**src/rtl/fifo_sync.sv**
```systemverilog
// Single-clock FIFO with a non-power-of-two depth, registered read data and
// FULL/EMPTY flags decoded from an explicit occupancy count.
module fifo_sync #(
  parameter int FIFO_WIDTH = 32,
  parameter int FIFO_DEPTH = 45,
  parameter int ADDR_SIZE  = 6
) (
  input  logic [FIFO_WIDTH-1:0] din,
  input  logic                  clk,
  input  logic                  rst,
  input  logic                  wen_a,
  input  logic                  ren_b,
  output logic [FIFO_WIDTH-1:0] dout,
  output logic                  FULL,
  output logic                  EMPTY
);

  localparam logic [ADDR_SIZE-1:0] LAST_IDX  = ADDR_SIZE'(FIFO_DEPTH - 1);
  localparam logic [ADDR_SIZE:0]   DEPTH_CNT = (ADDR_SIZE + 1)'(FIFO_DEPTH);

  logic [FIFO_WIDTH-1:0] mem [0:FIFO_DEPTH-1];

  logic [ADDR_SIZE-1:0] r_wr_ptr;
  logic [ADDR_SIZE-1:0] r_rd_ptr;
  logic [ADDR_SIZE:0]   r_count;

  logic w_wr_acc;
  logic w_rd_acc;

  assign FULL     = (r_count == DEPTH_CNT);
  assign EMPTY    = (r_count == '0);
  assign w_wr_acc = wen_a & ~FULL;
  assign w_rd_acc = ren_b & ~EMPTY;

  // Pointers wrap at the last real entry, not at the pointer's natural width.
  function automatic logic [ADDR_SIZE-1:0] ptr_next(input logic [ADDR_SIZE-1:0] p);
    return (p == LAST_IDX) ? '0 : p + 1'b1;
  endfunction

  // NOTE: the storage array has no reset; clearing it would turn a RAM into
  // a huge flop bank, and the valid window is fully defined by the pointers.
  always_ff @(posedge clk) begin
    if (w_wr_acc) mem[r_wr_ptr] <= din;
  end

  // NOTE: sequential state uses non-blocking assignments so every register
  // samples pre-edge values regardless of statement order.
  always_ff @(posedge clk or negedge rst) begin
    if (!rst) begin
      r_wr_ptr <= '0;
      r_rd_ptr <= '0;
      r_count  <= '0;
      dout     <= '0;
    end else begin
      if (w_wr_acc) r_wr_ptr <= ptr_next(r_wr_ptr);
      if (w_rd_acc) begin
        dout     <= mem[r_rd_ptr];
        r_rd_ptr <= ptr_next(r_rd_ptr);
      end
      case ({w_wr_acc, w_rd_acc})
        2'b10:   r_count <= r_count + 1'b1;
        2'b01:   r_count <= r_count - 1'b1;
        default: r_count <= r_count;
      endcase
    end
  end

endmodule

```
**config.mk**
```make
export PLATFORM = sky130hd
export DESIGN_NAME = fifo_sync
export DESIGN_NICKNAME = d
export VERILOG_FILES = /design/src/rtl/fifo_sync.sv
export SDC_FILE = /design/constraint.sdc
export NUM_CORES = 1
export LEC_CHECK = 0
export BUFFER_PORTS_ARGS = -buffer_cell sky130_fd_sc_hd__buf_2
export CELL_PAD_IN_SITES_DETAIL_PLACEMENT = 1
export CELL_PAD_IN_SITES_GLOBAL_PLACEMENT = 2
export CORE_MARGIN = 3
export CORE_UTILIZATION = 46
export DETAILED_ROUTE_END_ITERATION = 10
export HOLD_SLACK_MARGIN = 0.08
export PLACE_DENSITY = 0.71
export SKIP_LAST_GASP = 1
export SLEW_MARGIN = 25
export SYNTH_ARGS = -nofsm -noshare
export SYNTH_HDL_FRONTEND = slang
export SYNTH_SLANG_ARGS = --single-unit
export TNS_END_PERCENT = 1
```
**constraint.sdc**
```tcl
create_clock -name clk -period 3.8 [get_ports clk]
set_input_delay 0.19 -clock clk [delete_from_list [all_inputs] [get_ports clk]]
set_output_delay 0.19 -clock clk [all_outputs]
set_load 0.02 [all_outputs]
```
==> results <==
- The via count of the first global-routing pass is 30675.
- The number of maximum-capacitance constraint violations is 0.
- The site row count is 128.
- The number of vias after detailed routing is 29335.
- Along the worst path, the maximum fanout reaches 10.
- The critical path is of the flip-flop to flip-flop type.
- STA classifies the critical path endpoint as a flip-flop.
- The tree built by TritonCTS fans out to between 1000 and 1500 sinks.
- After clock tree synthesis, the clock-pin slew on the worst setup and hold paths is 0.06 ns.
- The chip width is approximately 360 um.
- The yosys synthesis warning count is 0.
- The final total negative setup slack is 0 ns.
- The run finished with clean final reports.
- The largest total area in the synthesized netlist belongs to sky130_fd_sc_hd__edfxtp_1.
- Dividing the synthesized area by the synthesized cell count gives 20.86 um^2.
- The launching instance or port of the critical path is r_count[1].
- The number of different library cells used by synthesis comes to 54.
- Of the total power, the clock network draws 0.317.
- The layout has 10607 filler cells.
- The number of synthesized register bits is 1491.
- The number of primary I/O pins is 70.
- The cell count after synthesis came out at 2738.
- The critical path data arrival time is 4.08 ns.
- The endpoint of the lowest-slack register-to-register path is r_count[6].
- The last weighted congestion value of the routability-driven placer is 0.7843.
- Including well taps, the total number of placed cells is between 4000 and 5000.
- The count of pins over their slew limit is 0.
- The CTS root buffer is sky130_fd_sc_hd__clkbuf_16.
- The die covers 128400 um^2.
- The kind of start point of the critical path is a flip-flop.
- The wire length after detailed routing is 157800 um.
- For the worst setup path, the data required time is approximately 4.5 ns.
- Along the worst hold path, the cell count comes to 1.
- In this run the static leakage power is between 20 and 25 nW.
- Across every metal layer, demand over resource in global routing totals 0.2483.
- The count of instances resized after the clock tree is built is 0.
- The global-route wire length before repair is ~220000 um.
- The post-detailed-route wirelength per cell is around 33 um.
- After the first detailed-routing iteration, the DRC count stood at 3254.
- The vertical extent of the die is about 360 um.
- The shortest clock period the worst path allows after layout is 3.431 ns.
- The relative max-transition margin is 0.2885.
- The growth of design area from synthesis to finish is 15.16%.
- The CTS H-tree depth is 4.
- Summing every instance area after synthesis gives 57110 um^2.
- The slack of the worst reg-to-reg path is 0.37 ns.
- Timing would allow up to approximately 290 MHz.
- The clock arrives with 0.02032 ns of skew.
- For this run, the share of the core covered by cells in the final layout is 0.5368.
- The launch instance of the worst register-to-register path is r_count[1].
- Setup repair after global routing left no endpoint under its margin.
- Measured in cells, the most critical reg-to-reg path has a length of 11.
- The share of total power dissipated in sequential elements is 0.425.
- For hold timing, the worst endpoint is mem[40][9].
- The fraction of power spent switching nets is 0.3040.
- The HPWL after detailed placement is 89010 um.
- Counting flops with a built-in enable in the synthesized netlist gives 1440.
- In the routed layout, each cell is associated on average with a via count of 6.201.
- The cell with the most instances after synthesis is sky130_fd_sc_hd__edfxtp_1.
- The number of antenna violations at the first check in global routing is 6.
- The total nets after synthesis is 2785.
- The share of synthesized area in the top cell type comes to 0.7572.
- At the pin with the least slew margin, the transition time is 1.065 ns.
- In this run the remaining antenna-violating nets after routing total 0.
- The setup-violating endpoint count in the final report is 0.
- The count of buffers added on input and output ports is between 60 and 70.
- The design internal power is ~0.032 W.
- The clock tree from TritonCTS is done.
- The sequential cell area fraction in the yosys report is 0.7795.
- In the routed design, unresolved DRC markers number 0.
- For this configuration, the core starts out at a cell density of 0.4661.
- In the final layout, the share of cells above drive strength 1 is 0.2394.
- The final hold violation count was 0.
- The total net switching power is 0.01410 W.
- The number of buffers created by CTS is between 150 and 200.
- Counting instances in the post-synthesis netlist gives the leading cell types as sky130_fd_sc_hd__edfxtp_1 (1440), sky130_fd_sc_hd__mux2i_1 (263), sky130_fd_sc_hd__mux4_2 (229), sky130_fd_sc_hd__o22ai_1 (93), sky130_fd_sc_hd__nor2_1 (75).
- For this run, the leading register cell type out of synthesis is sky130_fd_sc_hd__edfxtp_1.
- Ranked by total cell area, the synthesized netlist is headed by sky130_fd_sc_hd__edfxtp_1 (76%), sky130_fd_sc_hd__mux4_2 (9.0%), sky130_fd_sc_hd__mux2i_1 (4.6%).
- The final non-filler cell total is 4731.
- The startpoint identified for the worst hold timing path is din[9].
- In the synthesized netlist the async set-or-reset flop fraction comes to 0.03421.
- The kind of path behind the tightest hold check is input pin to flip-flop.
- The overflow left after global routing is 0.
- In the final design database the tool counted 3029 nets.
- The worst-case IR drop observed on VDD is ~0.00066 V.
- The count of TritonRoute iterations in the first routing pass is 5.
- The core area is between 100000 and 150000 um^2.
- In this run the deepest clock path goes through 3 buffers.
- The total power divided by cell area is 705.4 nW/um^2.
- In the finished design, the share of the clock period the worst path needs comes to 0.9028.
- The pin count of the biggest net entering global routing is 76.
- Of the total power, combinational logic draws 0.258.
- The worst-skew pair later-pin latency is ~0.76 ns.
-- worst max-delay path by stage --
stage / slack [ns] / cells after the start / end
floorplan: 0.60 / 7 / mem[14][0]
global placement: 0.29 / 6 / dout[23]
detailed placement: 0.43 / 11 / r_count[6]
CTS: 0.40 / 11 / r_count[6]
global route: 0.16 / 11 / r_count[6]
finish: 0.37 / 11 / r_count[6]
-- layer usage --
metal	track usage	part of all wire	wire length (um)
met1	0.3449	0.41	65060
met4	0.06960	0.025	3886
met3	0.05109	0.077	12180
met5	0	0	0
met2	0.4016	0.49	76690
-- layout make-up --
class	count	area, um^2	share of cell area
Inverter	14	52.55	0.0007990
Tap cell	1625	2033	0.03091
Multi-Input combinational cell	1074	12050	0.1833
Timing Repair Buffer	248	2177	0.03310
Sequential cell	1491	44530	0.6771
Antenna cell	2	5.005	0.00007610
Clock inverter	71	624.3	0.009493
Clock buffer	206	4288	0.06520
-- flip-flops by register name, summed over array words and instances, names as in the netlist --
name,count
dout,32
r_rd_ptr,6
mem,1440
r_wr_ptr,6
r_count,7
-- worst max-delay path, cell delays in order (launching register included) --
cell and delay [ns]:
sky130_fd_sc_hd__dfrtp_1 0.41, sky130_fd_sc_hd__or3_1 0.48, sky130_fd_sc_hd__o21a_1 0.34, sky130_fd_sc_hd__inv_1 0.15, sky130_fd_sc_hd__ha_1 0.32, sky130_fd_sc_hd__inv_1 0.17
sky130_fd_sc_hd__fa_1 0.44, sky130_fd_sc_hd__nor2b_1 0.17, sky130_fd_sc_hd__o21ai_0 0.16, sky130_fd_sc_hd__a211o_1 0.33, sky130_fd_sc_hd__o211ai_1 0.13, sky130_fd_sc_hd__xor2_1 0.24
-- through the flow --
step	worst slack [ns]	area (um^2)	hold WS (ns)	total power (W)
floorplan	0.6024	57110	-0.1056	0.02705
finish	0.3694	65770	0.1057	0.04640
global route	0.1586	65760	0.1233	0.04805
global placement	0.2916	60600	0.3681	0.03162
detailed placement	0.4306	60600	0.3623	0.03195
CTS	0.4037	65760	0.08260	0.04667
-- cell usage in the layout (no fill, tap or decap), types with 34 or more instances in the layout --
master / Yosys / routed
sky130_fd_sc_hd__a21oi_1: 35 / 35
sky130_fd_sc_hd__a22o_1: 41 / 41
sky130_fd_sc_hd__buf_12: 0 / 34
sky130_fd_sc_hd__buf_2: 67 / 68
sky130_fd_sc_hd__buf_4: 28 / 122
sky130_fd_sc_hd__clkbuf_1: 41 / 36
sky130_fd_sc_hd__clkbuf_16: 0 / 161
sky130_fd_sc_hd__dfrtp_1: 51 / 46
sky130_fd_sc_hd__edfxtp_1: 1440 / 1440
sky130_fd_sc_hd__mux2i_1: 263 / 263
sky130_fd_sc_hd__mux4_2: 229 / 229
sky130_fd_sc_hd__nand2_1: 36 / 36
sky130_fd_sc_hd__nor2_4: 0 / 46
sky130_fd_sc_hd__o21ai_0: 43 / 43
sky130_fd_sc_hd__o22ai_1: 93 / 93
-- kinds of logic (layout without fill, tap and decap cells) --
group,count (synthesis),in the layout,synth area share
compound gates,357,357,0.04450
xor+xnor,7,7,0.001074
fa+ha+maj,11,11,0.002541
buf+inv,173,539,0.01615
flops,1491,1491,0.7795
mux,508,508,0.1396
other cells,0,2,0
simple gates,191,191,0.01665
-- power groups by stage --
stage | Combinational [W] | Clock (W) | Sequential (W)
after CTS | 0.0120 | 0.0150 | 0.0197
after detailed placement | 0.0119 | 0 | 0.0201
final | 0.0119 | 0.0147 | 0.0197
after global placement | 0.0116 | 0 | 0.0200
after global routing | 0.0126 | 0.0157 | 0.0198
after floorplan | 0.00735 | 0 | 0.0197
-- timing repair --
item | in CTS | in global routing
buffers inserted | 0 | 0
endpoints found under the hold margin | 712 | 0
hold buffers | 24 | 0
(Power assumes the default switching activity.)
